File: src/rtl/riscv_fetch_aligner.sv
`default_nettype none
// =============================================================================
// riscv_fetch_aligner: extracts 16/32-bit instructions from 128-bit fetch lines,
// stitching line-straddling 32-bit instructions.            Revision: 1.0
// =============================================================================
module riscv_fetch_aligner #(
  parameter int LINE_WIDTH = 128
) (
  input  logic                  clk,
  input  logic                  rst,
  input  logic                  branch_i,
  input  logic [31:0]           branch_addr_i,
  input  logic                  ready_i,
  output logic                  valid_o,
  output logic [31:0]           rdata_o,
  output logic [31:0]           addr_o,
  output logic                  is_compressed_o,
  output logic                  prefetch_o,
  output logic [31:0]           prefetch_addr_o,
  output logic                  branch_o,
  output logic [31:0]           branch_addr_o,
  input  logic                  line_valid_i,
  input  logic [LINE_WIDTH-1:0] line_rdata_i,
  input  logic [31:0]           line_addr_i,
  output logic                  busy_o
);

  typedef enum logic [1:0] {
    IDLE      = 2'd0,
    WAIT_LINE = 2'd1,
    ALIGNED   = 2'd2,
    WAIT_NEXT = 2'd3
  } state_e;

  state_e                state_q, state_d;
  logic [31:1]           pc_q, pc_d;
  logic [LINE_WIDTH-1:0] line_q, line_d;
  logic [27:0]           tag_q, tag_d;
  logic [15:0]           carry_q, carry_d;
  logic                  stitch_q, stitch_d;

  logic [2:0]             hw_idx;
  logic [LINE_WIDTH+15:0] line_ext;
  logic [31:0]            window;
  logic [27:0]            next_tag;
  logic [31:1]            pc_inc;
  logic                   straddle;
  logic                   unused_line_off;

  assign hw_idx   = pc_q[3:1];
  // Zero padding above the line lets the top halfword use the same 32-bit window.
  assign line_ext = {16'h0000, line_q};
  assign window   = line_ext[{1'b0, hw_idx, 4'b0000} +: 32];
  assign next_tag = pc_q[31:4] + 28'd1;
  assign straddle = !stitch_q && (hw_idx == 3'd7) && (line_q[113:112] == 2'b11);

  assign rdata_o         = stitch_q ? {line_q[15:0], carry_q} : window;
  assign addr_o          = {pc_q, 1'b0};
  assign is_compressed_o = (rdata_o[1:0] != 2'b11);
  assign pc_inc          = pc_q + (is_compressed_o ? 31'd1 : 31'd2);
  assign busy_o          = (state_q == WAIT_LINE) || (state_q == WAIT_NEXT);
  assign unused_line_off = ^line_addr_i[3:0];

  always_comb begin
    state_d         = state_q;
    pc_d            = pc_q;
    line_d          = line_q;
    tag_d           = tag_q;
    carry_d         = carry_q;
    stitch_d        = stitch_q;
    valid_o         = 1'b0;
    prefetch_o      = 1'b0;
    prefetch_addr_o = {next_tag, 4'b0000};
    branch_o        = 1'b0;
    branch_addr_o   = branch_addr_i;

    if (branch_i) begin
      branch_o = 1'b1;
      pc_d     = branch_addr_i[31:1];
      stitch_d = 1'b0;
      state_d  = WAIT_LINE;
    end else begin
      case (state_q)
        WAIT_LINE: begin
          if (line_valid_i && (line_addr_i[31:4] == pc_q[31:4])) begin
            line_d  = line_rdata_i;
            tag_d   = line_addr_i[31:4];
            state_d = ALIGNED;
          end
        end
        WAIT_NEXT: begin
          if (line_valid_i && (line_addr_i[31:4] == next_tag)) begin
            line_d   = line_rdata_i;
            tag_d    = line_addr_i[31:4];
            stitch_d = 1'b1;
            state_d  = ALIGNED;
          end
        end
        ALIGNED: begin
          if (straddle) begin
            prefetch_o = 1'b1;
            carry_d    = line_q[127:112];
            state_d    = WAIT_NEXT;
          end else begin
            valid_o = 1'b1;
            if (ready_i) begin
              pc_d     = pc_inc;
              stitch_d = 1'b0;
              if (pc_inc[31:4] != tag_q) begin
                prefetch_o      = 1'b1;
                prefetch_addr_o = {pc_inc[31:4], 4'b0000};
                state_d         = WAIT_LINE;
              end
            end
          end
        end
        default: ;
      endcase
    end
  end

  always_ff @(posedge clk) begin
    if (rst) begin
      state_q  <= IDLE;
      pc_q     <= '0;
      line_q   <= '0;
      tag_q    <= '0;
      carry_q  <= '0;
      stitch_q <= 1'b0;
    end else begin
      state_q  <= state_d;
      pc_q     <= pc_d;
      line_q   <= line_d;
      tag_q    <= tag_d;
      carry_q  <= carry_d;
      stitch_q <= stitch_d;
    end
  end

endmodule
`default_nettype wire

File: config.mk
export PLATFORM = sky130hd
export DESIGN_NAME = riscv_fetch_aligner
export DESIGN_NICKNAME = d
export VERILOG_FILES = /design/src/rtl/riscv_fetch_aligner.sv
export SDC_FILE = /design/constraint.sdc
export NUM_CORES = 1
export LEC_CHECK = 0
export CAP_MARGIN = 20
export CORE_UTILIZATION = 65
export DETAILED_ROUTE_END_ITERATION = 12
export DONT_BUFFER_PORTS = 1
export GPL_ROUTABILITY_DRIVEN = 0
export PLACE_DENSITY = 0.81
export SLEW_MARGIN = 15
export SYNTH_ARGS = -nofsm -noshare
export SYNTH_HDL_FRONTEND = slang
export SYNTH_SLANG_ARGS = --single-unit
File: constraint.sdc
create_clock -name clk -period 16.4 [get_ports clk]
set_input_delay 3.28 -clock clk [delete_from_list [all_inputs] [get_ports clk]]
set_output_delay 3.28 -clock clk [all_outputs]
set_load 0.02 [all_outputs]
After elaboration in Yosys (flattened, before gate mapping)
Index checks and enable logic that the tools add are counted.
{"block": "word_totals", "register_bits": 206, "input_bits": 197, "out_inout_bits": 133, "wordCells": 87}
{"block": "op_classes", "add_sub_neg": 2, "eq_ne": 20, "shifts": 1, "mux": 37, "bitwise_logic": 1, "n_reduce_logical": 19}
{"cell": "128-bit two-way mux", "n": 2}
{"cell": "128-bit one-hot mux with 2 select lines", "n": 1}
{"cell": "32-bit two-way mux", "n": 6}
{"cell": "144-bit by 8-bit variable part select with 32-bit output", "n": 1}
{"cell": "31-bit two-way mux", "n": 4}
{"cell": "28-bit == test", "n": 2}
{"cell": "28-bit two-way mux", "n": 2}
{"cell": "28-bit one-hot mux with 2 select lines", "n": 1}
{"cell": "31-bit by 2-bit adder with 31-bit output", "n": 1}
{"cell": "28-bit by 1-bit adder with 28-bit output (second input constant)", "n": 1}
{"cell": "28-bit != test", "n": 1}
{"cell": "1-bit two-way mux", "n": 13}
{"cell": "2-bit two-way mux", "n": 6}
{"cell": "5-bit AND reduction", "n": 2}
{"cell": "2-bit != test (second input constant)", "n": 4}
{"cell": "4-bit != test (second input constant)", "n": 2}
{"cell": "4-bit AND reduction", "n": 2}
{"cell": "2-bit nonzero test", "n": 4}
{"cell": "2-bit == test (second input constant)", "n": 3}
{"cell": "3-bit by 2-bit != test with 1-bit output (second input constant)", "n": 2}
{"cell": "3-bit != test (second input constant)", "n": 2}
{"cell": "2-bit one-hot mux with 3 select lines", "n": 1}
{"cell": "3-bit AND reduction", "n": 2}
{"cell": "1-bit logical AND", "n": 4}
{"cell": "other kinds (10)", "n": 11}

Logic depth before layout (Yosys ltp)
{"block": "depth", "depth_word": 11, "depth_mapped": 22, "mapped_depth_nobuf": 18}

Least setup slack after synthesis
OpenSTA, ideal clock, no wires.
{"block": "synth_timing", "path_kind": "register -> output", "startpoint": "register pc_q[2] (netlist name)", "endpoint": "output prefetch_addr_o[5]", "t_arrival_ps": 5066, "required_time_ps": 13120, "setup_slack_ps": 8054, "stages_incl_launch_ff": 21, "n_path_buf": 4, "path_cell_list": "dfxtp_1 > clkbuf_1 > buf_1 > clkbuf_1 > mux2i_1 > nor2_1 > a21oi_1 > inv_1 > nand2_1 > ha_1 > fa_1 > and2_1 > nand4_1 > or4_1 > o22ai_1 > nor4b_1 > and4b_1 > nand3_1 > clkbuf_1 > a21oi_1 > a31oi_1"}
{"block": "synth_between", "elab_chain_cells": 11}
{"element": "from (decl)", "line": "36", "rtl": "logic [31:1] pc_q, pc_d;"}
{"element": "from (signal assigned)", "line": "132", "rtl": "pc_q <= pc_d;"}
{"element": "144-bit by 8-bit variable part select with 32-bit output *", "line": "53", "rtl": "assign window = line_ext[{1'b0, hw_idx, 4'b0000} +: 32];"}
{"element": "32-bit two-way mux *", "line": "57", "rtl": "assign rdata_o = stitch_q ? {line_q[15:0], carry_q} : window;"}
{"element": "net rdata_o[0]", "line": "15", "rtl": "output logic [31:0] rdata_o,"}
{"element": "2-bit != test *", "line": "59", "rtl": "assign is_compressed_o = (rdata_o[1:0] != 2'b11);"}
{"element": "net is_compressed_o", "line": "17", "rtl": "output logic is_compressed_o,"}
{"element": "2-bit two-way mux *", "line": "60", "rtl": "assign pc_inc = pc_q + (is_compressed_o ? 31'd1 : 31'd2);"}
{"element": "31-bit by 2-bit adder with 31-bit output *", "line": "60"}
{"element": "28-bit != test", "line": "109", "rtl": "if (pc_inc[31:4] != tag_q) begin"}
{"element": "32-bit two-way mux *", "line": "109"}
{"element": "32-bit two-way mux *", "line": "106", "rtl": "if (ready_i) begin"}
{"element": "32-bit two-way mux *", "line": "100", "rtl": "if (straddle) begin"}
{"element": "32-bit two-way mux *", "line": "83", "rtl": "case (state_q)"}
{"element": "32-bit two-way mux *", "line": "77", "rtl": "if (branch_i) begin"}
{"element": "to (decl)", "line": "19", "rtl": "output logic [31:0] prefetch_addr_o,"}
Mark *: on every way through the listed nets, which the timed path passes. The rest lies on a longest branch.

Worst setup path in the final report
{"block": "layout_timing", "startpoint": "register pc_q[2] (netlist name)", "endpoint": "output prefetch_addr_o[6]"}
The elaborated chain is that of the path after synthesis.

==> impl_metrics.toml <==
[worst_setup_path]
critical_path_required_ns = 13.12
crit_top_cell = "a21oi_1"
r2r_end = "state_q[1]$_SDFFE_PP0P_"
crit_path_max_fanout = 57
max_stage_delay_ns = 0.82
slowest_stage = "buf_4"
rrSetupSlack_ns = 9.59
start_kind = "register"
reg2reg_from = "pc_q[2]$_SDFFE_PP0P_"
crit_chain = "buf_4, mux2_2, o211ai_1, a21oi_1, a21oi_1, inv_1, nand2_1, inv_1, ha_1, a21oi_1, nor2_1, nand3_1, mux2i_1, o221ai_1, nor4_1, nand3_1, buf_4, a21boi_0, xor2_1"
arrival_ns = 7.68
critical_path_class = "register to output pin"
cp-end-kind = "output pin"
r2r_cells = 19

[detailed_routing]
wl_um = 37800
vias = 10800
final_antenna_net_count = 0
drc_errors = 0
firstDrtPassIters = 7
drtIter0Drc = 880
avgViaCountPerCell = 6.46
wl_per_cell_um = 22.5

[timing]
skew_ns = 0.0172
fmax_mhz = 91.3
slew_headroom_pct = 30.9
worstMarginPinSlew_ns = 1.04
setup_violations = 0
rsz0062_at_grt = "no"
timing.setup.tns_ns = 0
timing.final.crit_period_ns = 10.96
min_period_over_period_pct = 66.8
hold_viol_final = 0
drv_slew = 0

[finish]
drive_above_1_share_pct = 6.87
area_growth_pct = 2.76
design_area_um2 = 13300
mostFrequentLayoutCells = "mux2i_1 (253), nor2_1 (239), dfxtp_1 (202)"
nNetsFinal = 1595
layout_commonest_cell = "mux2i_1"

[synth]
synthCells = 1516
synth-edff-count = 0
async_flop_share_pct = 0
synth_compound_area_share_pct = 9.15
synthSimpleGateAreaFrac_pct = 18.9
synthesis.area_um2 = 13000
yosys.area_share.xor_xnor_pct = 8.84
ys_seq_elements = 206
ys_seq_area_share_pct = 31.8
ys.warnings.count = 0
muxShareOfSynthArea_pct = 22.9
synth_top_family_by_area = "multiplexers"
avgSynthCellArea_um2 = 8.56
synth_cell_types = 70
synth_fa_ha_area_share_pct = 0.444
ys.flop_type = "dfxtp_1"

[clock_tree]
post_cts_buffers = 0
htree_num_levels = 1
ctsLongestPathBuffers = 3
cts_tree = "done"
clk_pin_slew_ns = 0.06
cts_resized = 0
root_buffer = "clkbuf_16"
ctsHoldBuffers = 0
cts_sinks = 206
cts_buffers = 24
worstSkewPairLatency_ns = 0.55

[power_and_ir_drop]
intPower_mw = 0.895
leakagePower_nw = 4.38
share_comb_of_total_power_pct = 6.5
p_sw_mw = 0.295
peakVddDrop_uv = 101
swShare_pct = 24.8
p_seq_share_pct = 44.5
pwr-share-clk_pct = 49.0
powerDensity_nw_per_um2 = 89.2

[floorplan]
start_util_pct = 66.4
ios = 330
die_x_um = 143
coreArea_um2 = 19500
dieArea_um2 = 20500
die_height_um = 143
rows = 51

[hold_path]
hold_depth = 2
worst_hold_startpoint = "carry_q[3]$_SDFFE_PP0P_"
holdPathEnd = "carry_q[3]$_SDFFE_PP0P_"
hold_path.class = "register to register"

[placed_design]
place_area_um2 = 12400
place_hpwl_um = 26500
port_buffers = 0

[global_routing]
first_global_vias = 10300
grt_max_degree = 206
antenna_found_initial = 1
grt_pass1_wl_um = 56600
grt_overflow = 0
grt_util_all_layers_pct = 36.1

[flow_run]
maxCapViolCount = 0

[status]
outcome = "finished clean"
-- logic make-up after synthesis --
| kind of cell | count (synthesis) |
|---|---|
| AND/OR/NAND/NOR | 524 |
| multiplexers | 273 |
| flip-flops | 206 |
| AO/OA/AOI/OAI | 202 |
| buffers and inverters | 175 |
| XOR/XNOR | 131 |
| adder cells (fa/ha/maj) | 4 |
| other | 1 |
-- layer usage --
| metal | global-route usage, % | share of wire [%] | up-vias |
|---|---|---|---|
| met5 | 0 | 0 | - |
| met4 | 20.9 | 6.2 | 0 |
| met2 | 61.0 | 48 | 610 |
| li1 | - | - | 4982 |
| met1 | 39.4 | 35 | 5095 |
| met3 | 12.3 | 11 | 147 |
-- final cells by class --
type                            count  area (um^2)
Multi-Input combinational cell   1139         7840
Fill cell                        1574         6200
Sequential cell                   206         4130
Clock buffer                       33          684
Tap cell                          265          332
Clock inverter                     11          193
Timing Repair Buffer               12          106
Inverter                           11         41.3
Antenna cell                        1         2.50
-- through the flow --
step	utilization [%]	hold slack, ns	total power, mW	std cells	setup WS, ns
6_report	68.3	0.450	1.19	1678	5.44
5_1_grt	68.3	0.464	1.22	1678	5.23
4_1_cts	68.1	0.450	1.19	1675	5.65
3_5_place_dp	63.6	0.444	0.615	1631	6.28
3_3_place_gp	63.6	0.438	0.613	1631	6.33
2_1_floorplan	-	0.436	0.623	1520	8.05
-- worst max-delay path by stage --
stage / startpoint / endpoint / slack (ns)
after floorplan: pc_q[2]$_SDFFE_PP0P_ / prefetch_addr_o[5] / 8.05
after global placement: pc_q[2]$_SDFFE_PP0P_ / prefetch_addr_o[6] / 6.33
after detailed placement: pc_q[2]$_SDFFE_PP0P_ / prefetch_addr_o[6] / 6.28
after CTS: pc_q[2]$_SDFFE_PP0P_ / prefetch_addr_o[6] / 5.65
after global routing: pc_q[2]$_SDFFE_PP0P_ / prefetch_addr_o[6] / 5.23
final: pc_q[2]$_SDFFE_PP0P_ / prefetch_addr_o[6] / 5.44
-- state kept, by name, indices dropped and copies added (netlist names) --
register / count
tag_q: 28
carry_q: 16
state_q: 2
pc_q: 31
stitch_q: 1
line_q: 128
-- critical path: cells and delay by family, from the launching register on --
family / cells / cell delay [ns]
buf+inv: 4 / 1.52
mux: 2 / 0.71
fa+ha+maj: 1 / 0.31
xor+xnor: 1 / 0.49
simple gates: 5 / 2.42
compound gates: 6 / 0.94
flops: 1 / 0.67
-- power by group through the flow --
| stage | combinational [mW] | clock (mW) | sequential [mW] |
|---|---|---|---|
| floorplan | 0.0993 | 0 | 0.524 |
| global placement | 0.0736 | 0 | 0.540 |
| detailed placement | 0.0747 | 0 | 0.540 |
| CTS | 0.0754 | 0.586 | 0.529 |
| global route | 0.0830 | 0.605 | 0.531 |
| finish | 0.0768 | 0.583 | 0.530 |
-- cell usage after synthesis, drive strengths merged (3+ instances only) --
library cell | count | share of area [%]
o311ai | 4 | 0.27
and2 | 7 | 0.34
nand3 | 26 | 1.1
buf | 97 | 5.7
nor4 | 22 | 1.3
clkbuf | 67 | 1.9
nor3 | 26 | 1.1
or3 | 11 | 0.53
dfxtp | 206 | 32
nor2b | 6 | 0.29
xnor2 | 61 | 4.1
or2 | 3 | 0.14
mux2i | 253 | 20
nand2 | 126 | 3.7
nand2b | 4 | 0.19
mux4 | 19 | 3.3
o21ai | 64 | 2.5
nor2 | 240 | 7.1
nand4 | 28 | 1.6
and4 | 5 | 0.34
and3 | 8 | 0.39
a211oi | 4 | 0.27
o211ai | 19 | 1.1
a21oi | 77 | 3.0
inv | 10 | 0.29
xor2 | 70 | 4.7
a31oi | 5 | 0.24
ha | 3 | 0.29
a21boi | 7 | 0.41
or4 | 4 | 0.23
a21o | 3 | 0.17
Power figures use the tool's default switching activity.
